<file path="config.mk">
export PLATFORM = sky130hd
export DESIGN_NAME = fwd_hazard_unit
export DESIGN_NICKNAME = d
export VERILOG_FILES = /design/src/rtl/fwd_hazard_unit_pkg.sv /design/src/rtl/fwd_hazard_unit_src_select.sv /design/src/rtl/fwd_hazard_unit.sv
export SDC_FILE = /design/constraint.sdc
export NUM_CORES = 1
export LEC_CHECK = 0
export CAP_MARGIN = 25
export CORE_ASPECT_RATIO = 1.5
export CORE_UTILIZATION = 35
export DETAILED_ROUTE_END_ITERATION = 7
export GPL_ROUTABILITY_DRIVEN = 0
export MAX_ROUTING_LAYER = met4
export PLACE_DENSITY = 0.74
export SKIP_CTS_REPAIR_TIMING = 1
export SYNTH_ARGS = -nofsm -noshare
export SYNTH_HDL_FRONTEND = slang
export SYNTH_SLANG_ARGS = --single-unit
export TNS_END_PERCENT = 50
</file>
<file path="constraint.sdc">
create_clock -name clk -period 2.25 [get_ports clk]
set_clock_uncertainty 0.15 [all_clocks]
set_input_delay 0.225 -clock clk [delete_from_list [all_inputs] [get_ports clk]]
set_output_delay 0.225 -clock clk [all_outputs]
set_load 0.01 [all_outputs]
</file>
<file path="src/rtl/fwd_hazard_unit_pkg.sv">
// Shared types for the EX-stage forwarding and load-use hazard unit.
// The FWD_HAZARD_PERF_EN build option is handled in fwd_hazard_unit.sv.
package fwd_hazard_unit_pkg;

  localparam int FWD_SEL_W = 3;

  typedef enum logic [FWD_SEL_W-1:0] {
    FWD_RF      = 3'd0,
    FWD_MEM_ALU = 3'd1,
    FWD_MEM_BR  = 3'd2,
    FWD_WB      = 3'd3,
    FWD_HELD    = 3'd4
  } fwd_sel_t;

  typedef enum logic {
    RUN      = 1'b0,
    LU_STALL = 1'b1
  } fwd_state_t;

endpackage

</file>
<file path="src/rtl/fwd_hazard_unit_src_select.sv">
// One source operand: priority forwarding select, load-use flag and the
// hold register that keeps a WB-forwarded value alive while EX is frozen.
module fwd_src_select
  import fwd_hazard_unit_pkg::*;
#(
  parameter int REG_W  = 5,
  parameter int DATA_W = 32
) (
  input  logic              clk,
  input  logic              rst,
  input  logic [REG_W-1:0]  rs,
  input  logic              idex_valid,
  input  logic              ex_advance,
  input  logic [REG_W-1:0]  exmem_rd,
  input  logic              exmem_load_reg,
  input  logic              exmem_is_load,
  input  logic              exmem_is_cmp,
  input  logic [REG_W-1:0]  memwb_rd,
  input  logic              memwb_load_reg,
  input  logic [DATA_W-1:0] wb_data,
  input  logic              dmem_stall,
  output fwd_sel_t          sel,
  output logic              hazard,
  output logic [DATA_W-1:0] hold_data
);

  logic held_valid;
  logic mem_match;
  logic wb_match;

  always_comb begin
    mem_match = exmem_load_reg && (exmem_rd == rs) && (exmem_rd != '0);
    wb_match  = memwb_load_reg && (memwb_rd == rs) && (memwb_rd != '0);
    sel       = FWD_RF;
    hazard    = 1'b0;
    if (!rst || !idex_valid || (rs == '0)) begin
      sel = FWD_RF;
    end else if (mem_match) begin
      // A load in MEM has no data yet: flag it and let the stall cover it
      if (exmem_is_load) hazard = 1'b1;
      else               sel    = exmem_is_cmp ? FWD_MEM_BR : FWD_MEM_ALU;
    end else if (wb_match) begin
      sel = FWD_WB;
    end else if (held_valid) begin
      sel = FWD_HELD;
    end
  end

  always_ff @(posedge clk or negedge rst) begin
    if (!rst) begin
      held_valid <= 1'b0;
      hold_data  <= '0;
    end else if (!dmem_stall) begin
      if (ex_advance) begin
        held_valid <= 1'b0;
      end else if (sel == FWD_WB) begin
        hold_data  <= wb_data;
        held_valid <= 1'b1;
      end
    end
  end

endmodule

</file>
<file path="src/rtl/fwd_hazard_unit.sv">
// EX-stage forwarding selector with load-use stall/bubble FSM.
// Define FWD_HAZARD_PERF_EN to add perf_lu_stalls / perf_fwd_events counters.
module fwd_hazard_unit
  import fwd_hazard_unit_pkg::*;
#(
  parameter int NUM_SRC = 2,
  parameter int REG_W   = 5,
  parameter int DATA_W  = 32
) (
  input  logic                      clk,
  input  logic                      rst,
  input  logic [NUM_SRC*REG_W-1:0]  idex_rs,
  input  logic                      idex_valid,
  input  logic                      ex_advance,
  input  logic [REG_W-1:0]          exmem_rd,
  input  logic                      exmem_load_reg,
  input  logic                      exmem_is_load,
  input  logic                      exmem_is_cmp,
  input  logic [REG_W-1:0]          memwb_rd,
  input  logic                      memwb_load_reg,
  input  logic [DATA_W-1:0]         wb_data,
  input  logic                      dmem_stall,
  output logic [NUM_SRC*3-1:0]      fwd_sel,
  output logic [NUM_SRC*DATA_W-1:0] fwd_held_data,
`ifdef FWD_HAZARD_PERF_EN
  output logic [31:0]               perf_lu_stalls,
  output logic [31:0]               perf_fwd_events,
`endif
  output logic                      stall_front,
  output logic                      bubble_ex
);

  fwd_sel_t     sel_arr [NUM_SRC];
  logic [NUM_SRC-1:0] hazard_vec;
  logic         lu_hazard;
  fwd_state_t   state;

  for (genvar i = 0; i < NUM_SRC; i++) begin : g_src
    fwd_src_select #(.REG_W(REG_W), .DATA_W(DATA_W)) u_src (
      .clk            (clk),
      .rst            (rst),
      .rs             (idex_rs[i*REG_W +: REG_W]),
      .idex_valid     (idex_valid),
      .ex_advance     (ex_advance),
      .exmem_rd       (exmem_rd),
      .exmem_load_reg (exmem_load_reg),
      .exmem_is_load  (exmem_is_load),
      .exmem_is_cmp   (exmem_is_cmp),
      .memwb_rd       (memwb_rd),
      .memwb_load_reg (memwb_load_reg),
      .wb_data        (wb_data),
      .dmem_stall     (dmem_stall),
      .sel            (sel_arr[i]),
      .hazard         (hazard_vec[i]),
      .hold_data      (fwd_held_data[i*DATA_W +: DATA_W])
    );
    assign fwd_sel[i*3 +: 3] = sel_arr[i];
  end

  assign lu_hazard = |hazard_vec;

  // One bubble per load-use: the LU_STALL cycle sees the load in WB instead
  always_ff @(posedge clk or negedge rst) begin
    if (!rst) begin
      state <= RUN;
    end else if (!dmem_stall) begin
      case (state)
        RUN:      if (lu_hazard) state <= LU_STALL;
        LU_STALL: state <= RUN;
        default:  state <= RUN;
      endcase
    end
  end

  always_comb begin
    stall_front = rst && (state == RUN) && lu_hazard && !dmem_stall;
    bubble_ex   = stall_front;
  end

`ifdef FWD_HAZARD_PERF_EN
  logic any_fwd;

  always_comb begin
    any_fwd = 1'b0;
    for (int i = 0; i < NUM_SRC; i++) begin
      if (sel_arr[i] != FWD_RF) any_fwd = 1'b1;
    end
  end

  always_ff @(posedge clk or negedge rst) begin
    if (!rst) begin
      perf_lu_stalls  <= '0;
      perf_fwd_events <= '0;
    end else begin
      if (!dmem_stall && (state == RUN) && lu_hazard) perf_lu_stalls <= perf_lu_stalls + 32'd1;
      if (idex_valid && ex_advance && any_fwd)        perf_fwd_events <= perf_fwd_events + 32'd1;
    end
  end
`endif

endmodule

</file>
==> flow_metrics.py <==
metrics = {
    "sta": {
        "hold_violations": 0,
        "max_slew_margin_pct": 57.6,
        "finalSetupViolations": 0,
        "whs_ns": 0.326,
        "fin_crit_ns": 2.20,
        "tns_ns": 0,
        "setup_slack_ns": 0.0498,
        "max_freq_mhz": 455,
        "report.final.slew_viol_count": 0,
        "grt_setup_unrepaired": "true",
        "tightestPinTransition_ns": 0.636,
        "min_period_over_period_pct": 97.8,
    },
    "final_layout": {
        "drive_above_1_share_pct": 34.6,
        "syn_to_final_growth_pct": 76.5,
        "fin_nets": 443,
        "layout_common_cells": "clkdlybuf4s50_1, dfrtp_1, mux2_4",
        "diodes": 0,
        "mostFrequentLayoutCell": "clkdlybuf4s50_1",
    },
    "clock_network": {
        "clkTransAtPathRegs_ns": 0.05,
        "cts_buffer_depth": 2,
        "cts.sinks": 67,
        "cts_max_level": 3,
        "root_buffer": "clkbuf_16",
        "cts_tree": "built",
        "worst_skew_pair.late_latency_ns": 0.33,
        "numCtsBuffers": 9,
    },
    "route": {
        "routedWlPerCell_um": 16.7,
        "drc": 0,
        "drt-initial-drc-count": 65,
        "num_vias": 2343,
        "antenna_left": 0,
        "wl_um": 8230,
        "drt_first_pass_iters": 4,
        "viasPerCell": 4.74,
    },
    "critical_path": {
        "cp-startpoint": "memwb_rd[3]",
        "crit_fanout": 4,
        "critPathMostFrequentCell": "buf_4",
        "cp_slowest_stage_delay_ns": 0.54,
        "startpoint_type": "input pin",
        "crit_type": "input pin to output pin",
        "path_cells": "dlymetal6s2s_1, or4_4, o21ai_2, nor4_2, buf_4, buf_4, nor4_4, buf_2",
        "r2r_start": "g_src[1].u_src.hold_data[11]",
        "cp.required_ns": 1.88,
        "slowest_stage": "or4_4",
        "cp.arrival_ns": 1.83,
        "endpoint_kind": "output pin",
    },
    "floorplan": {
        "num_rows": 41,
        "die_w_um": 78.2,
        "start_util_pct": 36.2,
        "dieHeight_um": 116,
        "fp.dieArea_um2": 9090,
        "ios": 133,
        "fp.coreArea_um2": 8410,
    },
    "logic_synthesis": {
        "syn_nets": 267,
        "synth-seq-cells": 67,
        "syn_inst": 206,
        "yosysSeqAreaShare_pct": 55.1,
        "avgSynthCellArea_um2": 14.8,
        "yosys.cell_types.count": 30,
        "synthesis.area_um2": 3050,
        "ys_warn_count": 0,
    },
    "placed_design": {
        "port_buffers": 132,
        "dp_hpwl_um": 5750,
        "dp_slack_ns": -0.655,
    },
    "job": {
        "cap_violations": 0,
    },
    "global_routing": {
        "grt_max_degree": 53,
        "grt_overflow": 0,
        "grt_pass1_vias": 2366,
        "antenna_found_initial": 0,
        "grt_pass1_wl_um": 11600,
        "grt_util_all_layers_pct": 17.7,
    },
    "run_status": {
        "status": "finished clean",
    },
    "hold_path": {
        "hold_class": "input pin to async pin",
    },
    "pwr": {
        "p_per_area_nw_per_um2": 618,
        "total_power_mw": 3.32,
        "power.leakage_nw": 2.80,
        "ir_worst_vdd_mv": 0.471,
    },
}
## cells in the mapped netlist
cell / number / area (µm²)
o211ai_1: 2 / 15.0
nand2_1: 2 / 7.51
a31oi_1: 2 / 12.5
o21a_1: 1 / 7.51
xnor2_1: 8 / 70.1
and4_1: 1 / 8.76
o21ai_1: 1 / 5.00
buf_2: 4 / 20.0
buf_4: 1 / 7.51
nor4_1: 3 / 18.8
nor3_1: 2 / 10.0
or4b_1: 1 / 10.0
mux2i_1: 4 / 40.0
inv_1: 4 / 15.0
nor2b_1: 1 / 6.26
mux2_2: 29 / 327
mux2_1: 5 / 56.3
or4_1: 4 / 30.0
o21ai_0: 1 / 5.00
a21oi_1: 1 / 5.00
nor2_1: 9 / 33.8
nand4b_4: 1 / 23.8
nand3_1: 3 / 15.0
and3_1: 1 / 6.26
xor2_1: 12 / 105
dfrtp_1: 67 / 1680
mux2_4: 30 / 450
a22oi_1: 2 / 15.0
buf_6: 3 / 33.8
and3b_1: 1 / 8.76
## final timing paths
kind | slack, ns | cells past startpoint | end
min in group clk | 0.34 | 2 | state
min reg2reg | 0.34 | 2 | state
max reg2reg | 1.31 | 1 | g_src[1].u_src.hold_data[11]
max in group asynchronous | 1.02 | 3 | g_src[1].u_src.hold_data[4]
max | 0.05 | 8 | fwd_sel[2]
min | 0.33 | 3 | g_src[1].u_src.held_valid
## final cells by class
class	count	area, µm²
Clock buffer	10	239
Clock inverter	6	111
Fill cell	675	3040
Inverter	4	15.0
Multi-Input combinational cell	127	1420
Sequential cell	67	1680
Tap cell	107	134
Timing Repair Buffer	173	1780
## registers in the layout (all words and copies together) (netlist names)
register,flops
g_src.u_src.held_valid,2
g_src.u_src.hold_data,64
state,1
## stage by stage
step	util, %	area (µm²)	cells
after floorplan	-	3050	206
after global placement	56.2	4720	470
after detailed placement	56.2	4720	470
after CTS	60.3	5070	486
after global routing	63.9	5370	494
final	63.9	5370	494
## kinds of logic after synthesis
kind of cell,count (synthesis),share of synthesized area (%)
mux,68,28.7
simple gates,29,5.88
xor+xnor,20,5.75
buf+inv,12,2.51
compound gates,10,2.14
flops,67,55.1
## report_power, final
part	internal [mW]	switching [mW]
clock	1.11	0.498
combinational	0.270	0.165
sequential	1.25	0.0239
total	2.63	0.688
## metal layers
metal	wire length [µm]	track usage [%]
met1	3010	18.2
met3	514	6.25
met2	4620	31.2
met5	0	-
met4	88	5.56
## worst max-delay path, delay by kind of cell
kind                   cells  cell delay [ns]
and+or+nand+nor            3             0.83
buffers and inverters      4             0.57
AOI/OAI and AO/OA          1             0.20
Note: power is estimated with default switching activity, not from simulation.
